$ cat src/rtl/serial_adder_if.sv
// Requester-side handshake bundle for the bit-serial adder sequencer:
// operands and a start pulse in, a registered result with busy/done status out.
interface serial_adder_if #(
    parameter int WIDTH = 8
);
    logic             start;
    logic [WIDTH-1:0] a;
    logic [WIDTH-1:0] b;
    logic             cin;
    logic             busy;
    logic             done;
    logic [WIDTH-1:0] sum;
    logic             co;
    logic             ovf;

    modport master (
        output start, a, b, cin,
        input  busy, done, sum, co, ovf
    );

    modport slave (
        input  start, a, b, cin,
        output busy, done, sum, co, ovf
    );
endinterface

$ cat src/rtl/serial_adder_ctrl.sv
// Bit-serial adder sequencer: one shared full-adder cell processes one operand bit
// per clock, LSB first, and the result is published in a single edge on completion.
module serial_adder_ctrl #(
    parameter int WIDTH = 8
) (
    input  logic           clk,
    input  logic           rst,
    serial_adder_if.slave  bus
);
    localparam int CNT_W = $clog2(WIDTH);

    typedef enum logic [1:0] {
        IDLE = 2'd0,
        RUN  = 2'd1,
        DONE = 2'd2
    } state_t;

    state_t           state_r;
    logic [WIDTH-1:0] sa_r;
    logic [WIDTH-1:0] sb_r;
    logic [WIDTH-1:0] ps_r;
    logic             c_r;
    logic [CNT_W-1:0] cnt_r;
    logic [WIDTH-1:0] sum_r;
    logic             co_r;
    logic             ovf_r;
    logic             busy_r;
    logic             done_r;

    logic             fa_sum_s;
    logic             fa_co_s;
    logic             last_s;
    logic [WIDTH-1:0] ps_next_s;

    // Full-adder cell; returns {carry_out, sum}.
    function automatic logic [1:0] full_add(input logic x, input logic y, input logic ci);
        full_add = {(x & y) | (x & ci) | (y & ci), x ^ y ^ ci};
    endfunction

    // Shared datapath cell and the shifted partial sum it feeds.
    always_comb begin
        fa_sum_s  = 1'b0;
        fa_co_s   = 1'b0;
        {fa_co_s, fa_sum_s} = full_add(sa_r[0], sb_r[0], c_r);
        last_s    = (cnt_r == CNT_W'(WIDTH - 1));
        ps_next_s = WIDTH'({fa_sum_s, ps_r} >> 1'b1);
    end

    // Sequencer FSM with operand, partial-sum and result registers.
    always_ff @(posedge clk or posedge rst) begin
        if (rst) begin
            state_r <= IDLE;
            sa_r    <= {WIDTH{1'b0}};
            sb_r    <= {WIDTH{1'b0}};
            ps_r    <= {WIDTH{1'b0}};
            c_r     <= 1'b0;
            cnt_r   <= {CNT_W{1'b0}};
            sum_r   <= {WIDTH{1'b0}};
            co_r    <= 1'b0;
            ovf_r   <= 1'b0;
            busy_r  <= 1'b0;
            done_r  <= 1'b0;
        end else begin
            case (state_r)
                IDLE, DONE: begin
                    if (bus.start) begin
                        sa_r    <= bus.a;
                        sb_r    <= bus.b;
                        c_r     <= bus.cin;
                        cnt_r   <= {CNT_W{1'b0}};
                        ps_r    <= {WIDTH{1'b0}};
                        state_r <= RUN;
                        busy_r  <= 1'b1;
                        done_r  <= 1'b0;
                    end else begin
                        state_r <= IDLE;
                        busy_r  <= 1'b0;
                        done_r  <= 1'b0;
                    end
                end
                RUN: begin
                    ps_r  <= ps_next_s;
                    sa_r  <= {1'b0, sa_r[WIDTH-1:1]};
                    sb_r  <= {1'b0, sb_r[WIDTH-1:1]};
                    c_r   <= fa_co_s;
                    cnt_r <= cnt_r + CNT_W'(1);
                    // c_r is the carry into the MSB on the final bit, so overflow needs no extra flop.
                    if (last_s) begin
                        sum_r   <= ps_next_s;
                        co_r    <= fa_co_s;
                        ovf_r   <= fa_co_s ^ c_r;
                        state_r <= DONE;
                        busy_r  <= 1'b0;
                        done_r  <= 1'b1;
                    end else begin
                        state_r <= RUN;
                        busy_r  <= 1'b1;
                        done_r  <= 1'b0;
                    end
                end
                default: begin
                    state_r <= IDLE;
                    busy_r  <= 1'b0;
                    done_r  <= 1'b0;
                end
            endcase
        end
    end

    assign bus.busy = busy_r;
    assign bus.done = done_r;
    assign bus.sum  = sum_r;
    assign bus.co   = co_r;
    assign bus.ovf  = ovf_r;
endmodule

$ cat src/flat_wrapper.sv
// flat-port wrapper written by rule: the top's interface ports become plain ports
module serial_adder_ctrl_flat 
#(
    parameter int WIDTH = 8
)
  (clk, rst, bus_start, bus_a, bus_b, bus_cin, bus_busy, bus_done, bus_sum, bus_co, bus_ovf);
  serial_adder_if #(.WIDTH(WIDTH)) bus_i ();
  input  logic clk;
  input  logic rst;
  input wire logic [$bits(bus_i.start)-1:0] bus_start;
  input wire logic [$bits(bus_i.a)-1:0] bus_a;
  input wire logic [$bits(bus_i.b)-1:0] bus_b;
  input wire logic [$bits(bus_i.cin)-1:0] bus_cin;
  output wire logic [$bits(bus_i.busy)-1:0] bus_busy;
  output wire logic [$bits(bus_i.done)-1:0] bus_done;
  output wire logic [$bits(bus_i.sum)-1:0] bus_sum;
  output wire logic [$bits(bus_i.co)-1:0] bus_co;
  output wire logic [$bits(bus_i.ovf)-1:0] bus_ovf;
  assign bus_i.start = bus_start;
  assign bus_i.a = bus_a;
  assign bus_i.b = bus_b;
  assign bus_i.cin = bus_cin;
  assign bus_busy = bus_i.busy;
  assign bus_done = bus_i.done;
  assign bus_sum = bus_i.sum;
  assign bus_co = bus_i.co;
  assign bus_ovf = bus_i.ovf;
  serial_adder_ctrl #(.WIDTH(WIDTH)) u_core (.clk(clk), .rst(rst), .bus(bus_i));
endmodule
$ cat config.mk
export PLATFORM = sky130hd
export DESIGN_NAME = serial_adder_ctrl_flat
export DESIGN_NICKNAME = d
export VERILOG_FILES = /design/src/rtl/serial_adder_if.sv /design/src/rtl/serial_adder_ctrl.sv /design/src/flat_wrapper.sv
export SDC_FILE = /design/constraint.sdc
export NUM_CORES = 1
export LEC_CHECK = 0
export CAP_MARGIN = 10
export CORE_UTILIZATION = 51
export CTS_BUF_LIST = sky130_fd_sc_hd__clkbuf_16
export CTS_CLUSTER_DIAMETER = 50
export DETAILED_ROUTE_END_ITERATION = 12
export PLACE_DENSITY = 0.79
export SYNTH_ARGS = -nofsm -noshare
export SYNTH_HDL_FRONTEND = slang
export SYNTH_SLANG_ARGS = --single-unit
$ cat constraint.sdc
create_clock -name clk -period 2.2 [get_ports clk]
set_input_delay 0.44 -clock clk [delete_from_list [all_inputs] [get_ports clk]]
set_output_delay 0.44 -clock clk [all_outputs]
set_load 0.02 [all_outputs]
==> flow_metrics.py <==
metrics = {
    "place": {
        "place_inst": 217,
        "routabilityCongestion": 0.716,
        "placed_area_um2": 2110,
        "io_buffers": 31,
        "hpwl_um": 2220,
    },
    "logic_synthesis": {
        "synth_top_area_share_pct": 56.7,
        "synth_top_family_by_area": "compound AO/OA/AOI/OAI gates",
        "ys_seq_area_share_pct": 56.7,
        "syn_avg_cell_area_um2": 12.2,
        "synth_top_area_cell": "dfrtp_1",
        "async_reset_ff_share_pct": 100,
        "synthSimpleGateAreaFrac_pct": 5.74,
        "ys_ff_latch": 40,
        "synth_edf_count": 0,
        "synthCells": 145,
        "ys_warn_count": 0,
        "synthTopCellsByArea": "dfrtp_1, mux2_2, mux2i_1",
        "synthXorXnorAreaFrac_pct": 0.992,
        "synth.net_count": 168,
        "synth.area.mux_share_pct": 11.5,
        "synth_compound_area_share_pct": 16.6,
        "synth_cell_types": 25,
        "synthAdderAreaFrac_pct": 2.55,
        "syn-cell-area_um2": 1770,
        "ys.flop_type": "dfrtp_1",
    },
    "timing": {
        "period_needed_ps": 1760,
        "period_share_pct": 79.9,
        "drv_slew": 0,
        "relSlewSlack_pct": 59.8,
        "tightest_slew_ps": 602,
        "hold_viol": 0,
        "setup_tns_ps": 0,
        "skew_ps": 5.59,
        "rsz0062_at_grt": "no",
        "fmax_ghz": 0.569,
        "setup_viol": 0,
    },
    "drt": {
        "viasPerCell": 5.44,
        "first_iter_violations": 26,
        "vias": 1225,
        "drt-wirelength-per-cell_um": 14.7,
        "drtAntennaViolNets": 0,
        "drc": 0,
        "wl_um": 3310,
        "first_pass_iters": 3,
    },
    "finish": {
        "area_growth_pct": 28.5,
        "layout.nets": 201,
        "antennaDiodeCount": 0,
        "fillerInstances": 273,
        "drive_gt1_share_pct": 13.4,
        "stdcell_area_um2": 2270,
        "final_cell_count_no_fill": 225,
        "final_util_pct": 68.0,
    },
    "power_and_ir_drop": {
        "powerDensity_nw_per_um2": 1480,
        "power_mw": 3.36,
        "power_leakage_nw": 1.01,
        "ir_worst_vdd_v": 0.000726,
    },
    "cts": {
        "cts_buffers": 5,
        "cts_resized": 0,
        "postCtsSetupBuffers": 0,
        "path_clk_slew_ps": 60,
        "insertion_delay_ps": 280,
        "root_buffer": "clkbuf_16",
        "h-tree-depth": 2,
        "tritoncts": "yes",
        "cts_hold_buffers": 0,
        "numClockSinks": 40,
        "clockBufferDepth": 2,
    },
    "floorplanning": {
        "core-area_um2": 3340,
        "pin_count": 32,
        "rows": 21,
        "die_h_um": 60.9,
        "start_util_pct": 52.9,
        "dieArea_um2": 3700,
        "die_w_um": 60.9,
    },
    "critical_path": {
        "arrival_ps": 1320,
        "crit_buf_inv": 1,
        "critPathKind": "reg2out",
        "crit_slowest_cell": "clkdlybuf4s50_1",
        "critPathMaxStageDelay_ps": 640,
        "path_delay_family": "buffers and inverters",
        "crit_chain": "clkdlybuf4s50_1",
        "start_kind": "flip-flop",
        "critPathCaptureType": "output pin",
        "required_ps": 1760,
        "cp_max_fo": 4,
    },
    "run": {
        "drv_cap": 0,
    },
    "grt": {
        "antenna_found_initial": 0,
        "grt_usage_pct": 21.2,
        "grt_pass1_wl_um": 5410,
        "grt_max_degree": 41,
        "grt_pass1_vias": 1189,
        "overflow": 0,
    },
    "worst_hold_path": {
        "min_path_type": "reg2reg",
    },
    "run_status": {
        "outcome": "finished, final reports clean",
    },
}
==> layout make-up <==
| type | count | area (um2) | share of cell area, % |
|---|---|---|---|
| multi-input cells | 84 | 659 | 29.1 |
| clock inverters | 3 | 37.5 | 1.65 |
| clock buffers | 5 | 125 | 5.51 |
| repair buffers | 36 | 348 | 15.3 |
| inverters | 11 | 41.3 | 1.82 |
| well taps | 46 | 57.6 | 2.54 |
| flip-flops and latches | 40 | 1000 | 44.1 |
==> power by group <==
group / switching, mW / total [mW] / internal [mW]
Sequential: 0.231 / 1.30 / 1.07
Clock: 0.270 / 0.796 / 0.526
Combinational: 0.616 / 1.27 / 0.655
==> cell usage after synthesis, drive strengths merged, types with 2 or more instances <==
master   n
a211oi   7
a21oi   15
a22o    10
and2b    4
buf      8
clkbuf   2
dfrtp   40
ha       2
inv     11
mux2    10
mux2i    9
nand2b   2
nand3    2
nor2b    4
o21ai    4
o22ai    8
xnor2    2
==> worst paths after layout <==
path / from / to / slack (ps) / cells past startpoint
setup / recovery: u_core.bus.busy / bus_busy / 440 / 1
hold / removal: u_core.bus.ovf / u_core.bus.ovf / 470 / 2
setup reg to reg: u_core.cnt_r[0] / u_core.bus.sum[6] / 460 / 4
hold reg to reg: u_core.bus.ovf / u_core.bus.ovf / 470 / 2
max in group asynchronous: rst / u_core.cnt_r[0] / 1270 / 3
min in group asynchronous: rst / u_core.sa_r[4] / 580 / 3
==> registers in the layout, summed over array words and instances, names as in the netlist <==
register	count
u_core.state_r	1
u_core.c_r	1
u_core.cnt_r	3
u_core.sb_r	8
u_core.bus.co	1
u_core.ps_r	7
u_core.bus.done	1
u_core.sa_r	8
u_core.bus.ovf	1
u_core.bus.busy	1
u_core.bus.sum	8
==> cells by family after synthesis <==
family	after synthesis
compound gates	44
xor+xnor	2
fa+ha+maj	3
buf+inv	21
flops	40
mux	19
simple gates	16
==> routing by layer <==
metal  vias up  wire [um]  track usage (%)
met3         6        133             8.32
met4         0         44             8.77
met5         -          0                0
met2        29       1710             35.2
met1       607       1430             24.5
li1        583          -                -
==> per-stage QoR <==
stage / setup WS [ps] / hold slack (ps)
after global placement: 464 / 466
after detailed placement: 437 / 472
after global routing: 329 / 531
after floorplan: 621 / 462
after CTS: 422 / 484
final: 442 / 474
==> cell usage in the layout, fill, tap and decap left out, drive strengths merged, types with 5 or more instances in the layout <==
master / instances
mux2i: 9
clkdlybuf4s50: 31
dfrtp: 40
a22o: 10
mux2: 10
a211oi: 7
clkbuf: 5
inv: 11
a21oi: 15
buf: 5
o22ai: 8
No activity file was read; power rests on OpenSTA's default activity.
